--- config.mk ---
export PLATFORM = sky130hd
export DESIGN_NAME = saif_activity_counter
export DESIGN_NICKNAME = d
export VERILOG_FILES = /design/src/rtl/saif_activity_pkg.sv /design/src/rtl/saif_bit_counter.sv /design/src/rtl/saif_activity_counter.sv
export SDC_FILE = /design/constraint.sdc
export NUM_CORES = 1
export LEC_CHECK = 0
export BUFFER_PORTS_ARGS = -buffer_cell sky130_fd_sc_hd__buf_2
export CAP_MARGIN = 10
export CORE_ASPECT_RATIO = 1.75
export CORE_UTILIZATION = 55
export DETAILED_ROUTE_END_ITERATION = 10
export GPL_ROUTABILITY_DRIVEN = 0
export PLACE_DENSITY_LB_ADDON = 0.05
export SYNTH_ARGS = -nofsm -noshare
export SYNTH_HDL_FRONTEND = slang
export SYNTH_SLANG_ARGS = --single-unit
export TNS_END_PERCENT = 10
--- constraint.sdc ---
create_clock -name clk -period 3.85 [get_ports clk]
set_clock_uncertainty 0.15 [all_clocks]
set_input_delay 0.1925 -clock clk [delete_from_list [all_inputs] [get_ports clk]]
set_output_delay 0.1925 -clock clk [all_outputs]
set_load 0.02 [all_outputs]
--- src/rtl/saif_activity_pkg.sv ---
// rtl/saif_activity_pkg.sv - shared types and defaults for the SAIF activity counter
package saif_activity_pkg;

    typedef enum logic [1:0] {
        IDLE  = 2'd0,
        COUNT = 2'd1,
        DUMP  = 2'd2
    } state_e;

    // Default counter width; also the field width of act_rec_t, so it bounds CNT_W.
    localparam int CNT_W_DEF = 16;

    typedef struct packed {
        logic [CNT_W_DEF-1:0] t1;
        logic [CNT_W_DEF-1:0] tc;
    } act_rec_t;

endpackage

--- src/rtl/saif_bit_counter.sv ---
// rtl/saif_bit_counter.sv - per-bit high-time and toggle counters with saturation
module saif_bit_counter
    import saif_activity_pkg::*;
#(
    parameter int CNT_W = CNT_W_DEF
) (
    input  logic     clk,
    input  logic     rst_n,
    input  logic     clr,
    input  logic     en,
    input  logic     first,
    input  logic     sample,
    output act_rec_t rec
);

    logic [CNT_W-1:0] t1_q;
    logic [CNT_W-1:0] tc_q;
    logic             prev_q;

    // Clear on window open; while counting, accumulate high time and toggles.
    // The first counted cycle only seeds prev so it never registers a toggle.
    always_ff @(posedge clk or negedge rst_n) begin
        if (!rst_n) begin
            t1_q   <= '0;
            tc_q   <= '0;
            prev_q <= 1'b0;
        end else if (clr) begin
            t1_q   <= '0;
            tc_q   <= '0;
            prev_q <= 1'b0;
        end else if (en) begin
            if (sample && (t1_q != '1)) begin
                t1_q <= t1_q + CNT_W'(1);
            end
            if (!first && (sample != prev_q) && (tc_q != '1)) begin
                tc_q <= tc_q + CNT_W'(1);
            end
            prev_q <= sample;
        end
    end

    assign rec.t1 = CNT_W_DEF'(t1_q);
    assign rec.tc = CNT_W_DEF'(tc_q);

endmodule

--- src/rtl/saif_activity_counter.sv ---
// rtl/saif_activity_counter.sv - windowed per-bit switching-activity monitor (optional SAIF_ACTIVITY_T0_EN adds rd_t0)
module saif_activity_counter
    import saif_activity_pkg::*;
#(
    parameter int WIDTH = 5,
    parameter int CNT_W = CNT_W_DEF,
    localparam int IDX_W = (WIDTH > 1) ? $clog2(WIDTH) : 1
) (
    input  logic             clk,
    input  logic             rst_n,
    input  logic             start,
    input  logic             stop,
    input  logic [WIDTH-1:0] sample_in,
    output logic             busy,
    output logic [CNT_W-1:0] duration,
    output logic             rd_valid,
    input  logic             rd_ready,
    output logic [IDX_W-1:0] rd_idx,
    output logic [CNT_W-1:0] rd_t1,
    output logic [CNT_W-1:0] rd_tc,
`ifdef SAIF_ACTIVITY_T0_EN
    output logic [CNT_W-1:0] rd_t0,
`endif
    output logic             rd_last
);

    localparam logic [IDX_W-1:0] LAST_IDX = IDX_W'(WIDTH - 1);

    state_e           state;
    logic             first_q;
    logic             clr;
    logic             en;
    logic             hs;
    logic [IDX_W-1:0] idx_nxt;
    act_rec_t         recs [WIDTH];

    assign clr     = (state == IDLE) && start;
    assign en      = (state == COUNT);
    assign hs      = rd_valid && rd_ready;
    assign idx_nxt = rd_idx + IDX_W'(1);

    genvar g;
    generate
        for (g = 0; g < WIDTH; g++) begin : g_bit
            saif_bit_counter #(
                .CNT_W (CNT_W)
            ) u_bit (
                .clk    (clk),
                .rst_n  (rst_n),
                .clr    (clr),
                .en     (en),
                .first  (first_q),
                .sample (sample_in[g]),
                .rec    (recs[g])
            );
        end
    endgenerate

    // Window control FSM: IDLE -> COUNT on start, COUNT -> DUMP on stop,
    // DUMP walks one record per handshake and returns to IDLE after the last.
    always_ff @(posedge clk or negedge rst_n) begin
        if (!rst_n) begin
            state    <= IDLE;
            first_q  <= 1'b0;
            busy     <= 1'b0;
            duration <= '0;
            rd_valid <= 1'b0;
            rd_idx   <= '0;
            rd_last  <= 1'b0;
        end else begin
            case (state)
                IDLE: begin
                    if (start) begin
                        state    <= COUNT;
                        first_q  <= 1'b1;
                        busy     <= 1'b1;
                        duration <= '0;
                    end
                end
                COUNT: begin
                    first_q <= 1'b0;
                    if (duration != '1) begin
                        duration <= duration + CNT_W'(1);
                    end
                    if (stop) begin
                        state    <= DUMP;
                        rd_valid <= 1'b1;
                        rd_idx   <= '0;
                        rd_last  <= (LAST_IDX == '0);
                    end
                end
                DUMP: begin
                    if (hs) begin
                        if (rd_last) begin
                            state    <= IDLE;
                            busy     <= 1'b0;
                            rd_valid <= 1'b0;
                            rd_last  <= 1'b0;
                            rd_idx   <= '0;
                        end else begin
                            rd_idx  <= idx_nxt;
                            rd_last <= (idx_nxt == LAST_IDX);
                        end
                    end
                end
                default: begin
                    state    <= IDLE;
                    busy     <= 1'b0;
                    rd_valid <= 1'b0;
                    rd_last  <= 1'b0;
                end
            endcase
        end
    end

    // Record mux straight off the registered counters, selected by rd_idx.
    always_comb begin
        rd_t1 = '0;
        rd_tc = '0;
        for (int i = 0; i < WIDTH; i++) begin
            if (rd_idx == IDX_W'(i)) begin
                rd_t1 = recs[i].t1[CNT_W-1:0];
                rd_tc = recs[i].tc[CNT_W-1:0];
            end
        end
    end

`ifdef SAIF_ACTIVITY_T0_EN
    // Low time; T1 never exceeds duration since both saturate at the same ceiling.
    assign rd_t0 = duration - rd_t1;
`endif

endmodule

==> out/metrics.csv <==
stage;metric;value;unit
clock_network;Clock Latency Late Sink;0.45;ns
logic_synthesis;sequential share of the synthesized area;42.4;%
pwr;VDD IR max;0.467;mV
pwr;Sw Pwr;3.03;mW
logic_synthesis;Async S/R FF share, synth;100;%
logic_synthesis;Yosys reg bits;190;
global_route;vias in the first global route;9757;
finish;number of nets in the layout;1368;
sta;final hold violations;0;
clock_network;CTS Buf Count;17;
logic_synthesis;Synth Flop Type;dfrtp_1;
clock_network;CTS sink count;190;
clock_network;H-tree levels;4;
sta;Final Cycle Share;91.0;%
global_route;global-route wire length before repair;51800;um
routing;antenna viol nets, final;0;
setup_path;CP Max Fanout;18;
pwr;Power Density;563;nW/um^2
floorplanning;IO Pins;64;
floorplanning;die area;21000;um^2
global_route;initial antenna violation count;0;
placement;post-DP HPWL;23200;um
logic_synthesis;synthesized cell area;11200;um^2
floorplanning;core area;19800;um^2
sta;Max-slew headroom;38.2;%
sta;Least-Margin Pin Slew;0.928;ns
floorplanning;Rows;68;
pwr;Sequential Power Share;35.4;%
floorplanning;DIE WIDTH;110;um
job;Max-Cap Viols;0;
hold_path;worst min-delay path category;in2reg;
setup_path;worst setup path class;reg2out;
sta;setup slack after layout;0.346;ns
logic_synthesis;Synth Instances;1293;
logic_synthesis;yosys warns;0;
logic_synthesis;synthesized net count;1320;
global_route;largest net degree at the start of global routing;109;
routing;vias per cell;6.41;
setup_path;WP data arrival;3.16;ns
status;status;complete, no violations;
clock_network;CTS tree;built;
sta;FMAX;0.285;GHz
sta;final slew viol count;0;
placement;port buffer count;63;
clock_network;clock transition at the registers of the reported paths;0.07;ns
clock_network;clk buf depth;2;
floorplanning;die height;191;um
sta;final setup violation count;0;
routing;drt drc;0;
pwr;Sw Share;43.2;%
logic_synthesis;Avg Inst Size Synth;8.68;um^2
logic_synthesis;Synth cell types;62;
setup_path;CP Capture Type;output port;
setup_path;Worst Path Required;3.51;ns
routing;DR iter-0 viols;749;
pwr;combinational share of power;39.2;%
pwr;Power Internal;3.99;mW
pwr;P_leak;5.42;nW
setup_path;crit start category;flop;
sta;Final Critical Period;3.50;ns
clock_network;clk root buf;clkbuf_16;
pwr;Clk network pwr share;25.5;%
floorplanning;Initial Utilization;56.6;%
finish;Layout area overhead;11.2;%
finish;commonest non-fill, non-tap cell in the layout;dfrtp_1;
finish;share of cells above drive strength 1;10.4;%
pwr;Tot Pwr;7.02;mW
global_route;total global routing overflow;0;
routing;DR WL/cell;20.3;um
sta;setup TNS;0;ns
routing;Vias;10300;
global_route;gr usage total;32.7;%
routing;router iterations before antenna repair;6;
logic_synthesis;EDFF count, synth;0;
routing;final wirelength;32500;um
sta;RSZ-0062 raised after global routing;false;
finish;commonest cells after routing, fill and taps aside;dfrtp_1, nor2_1, nand2_1;
finish;Ant. Diodes;0;
placement;DP Worst Slack;0.719;ns
## cell type report
cell class,instances,area (um^2)
multi-input cells,1017,6160
repair buffers,92,584
well taps,245,307
clock buffers,20,447
flip-flops and latches,190,4750
clock inverters,12,138
fillers,1789,7350
inverters,23,86.3
## cells by family (layout without fill, tap and decap cells)
kind of cell,after synthesis,count (layout),share of synthesized area [%]
buffers and inverters,86,147,3.03
AND/OR/NAND/NOR,643,643,28.8
AO/OA/AOI/OAI,215,215,12.4
XOR/XNOR,106,106,8.27
multiplexers,36,36,3.21
flip-flops,190,190,42.4
adder cells (fa/ha/maj),17,17,1.90
## synth_stat cells (3+ instances only)
library cell	number	area share, %
xor2_1	44	3.4
o21ai_0	60	2.7
o211ai_1	10	0.67
or3_1	5	0.28
nand2_1	157	5.3
a221oi_1	32	2.5
nand4b_1	7	0.55
and4_1	19	1.5
a21oi_1	57	2.5
or2_2	8	0.45
dfrtp_1	190	42
nand3_1	58	2.6
nand3b_1	5	0.33
xnor2_1	62	4.8
clkbuf_1	45	1.5
nor2b_1	5	0.28
a31oi_1	8	0.45
o311ai_0	3	0.23
buf_2	5	0.22
buf_1	11	0.37
nor2_1	164	5.5
inv_1	23	0.77
mux2i_1	36	3.2
nand2b_1	4	0.22
o2111ai_1	6	0.47
nor4_1	31	1.7
and2_1	12	0.67
nor3_1	54	2.4
a211oi_1	12	0.80
o41ai_1	3	0.23
o31ai_1	4	0.27
nand4_1	68	3.8
ha_1	17	1.9
a31o_2	3	0.23
and3_1	25	1.4
nor3b_1	5	0.33
or4_1	3	0.20
## path summary, 6_finish.rpt
kind / depth (start not counted) / slack, ns / start / end
worst max-delay path: 10 / 0.35 / rd_idx[1]$_DFFE_PN0P_ / rd_t1[5]
worst min-delay path: 3 / 0.06 / sample_in[2] / g_bit[2].u_bit.prev_q$_DFFE_PN0P_
worst max register to register: 5 / 0.94 / state[1]$_DFFE_PN0P_ / g_bit[0].u_bit.tc_q[6]$_DFFE_PN0P_
worst min register to register: 2 / 0.35 / g_bit[3].u_bit.prev_q$_DFFE_PN0P_ / g_bit[3].u_bit.prev_q$_DFFE_PN0P_
max in group asynchronous: 3 / 2.41 / rst_n / g_bit[4].u_bit.tc_q[0]$_DFFE_PN0P_
min in group asynchronous: 2 / 0.26 / rst_n / g_bit[2].u_bit.tc_q[7]$_DFFE_PN0P_
## registers in the layout, summed over array words and instances (netlist names)
register,cells
rd_idx,3
first_q,1
g_bit.u_bit.tc_q,80
state,2
g_bit.u_bit.prev_q,5
busy,1
rd_last,1
duration,16
g_bit.u_bit.t1_q,80
rd_valid,1
## through the flow
stage	hold slack, ns	instance area, um^2	instances	utilization [%]
floorplan	-0.253	11200	1293	-
global route	0.0720	12500	1599	62.9
global placement	0.233	11800	1560	59.6
finish	0.0599	12500	1599	62.9
detailed placement	0.231	11800	1560	59.6
CTS	0.0492	12500	1599	62.9
## power by group through the flow
stage                     registers, mW  logic, mW  clock network, mW
after floorplan                    2.46       1.71                  0
after global placement             2.51       2.66                  0
after detailed placement           2.51       2.70                  0
after CTS                          2.47       2.72               1.82
after global routing               2.52       2.98               1.89
final                              2.48       2.75               1.79
## critical path, stage by stage, from the launching register on
cell,delay [ns]
dfrtp_1,0.45
inv_1,0.10
ha_1,0.22
nor2b_4,0.46
buf_4,0.22
buf_4,0.17
a221oi_1,0.09
nor3_1,0.47
a21oi_1,0.08
o21ai_0,0.24
buf_2,0.21
## what timing repair did
action	4_1_cts	5_1_grt
resized for setup	0	2
hold endpoints to repair	112	0
hold buffers	7	0
endpoints found under the setup margin	0	3
setup buffers	0	0
## layer usage
| layer | GRT usage [%] | share of wire (%) | vias to the layer above |
|---|---|---|---|
| li1 | - | - | 4798 |
| met1 | 37.6 | 39 | 5016 |
| met2 | 56.7 | 52 | 334 |
| met3 | 4.33 | 3.5 | 109 |
| met4 | 19.8 | 6.0 | 0 |
| met5 | 0 | 0 | - |
Power figures use the tool's default switching activity.
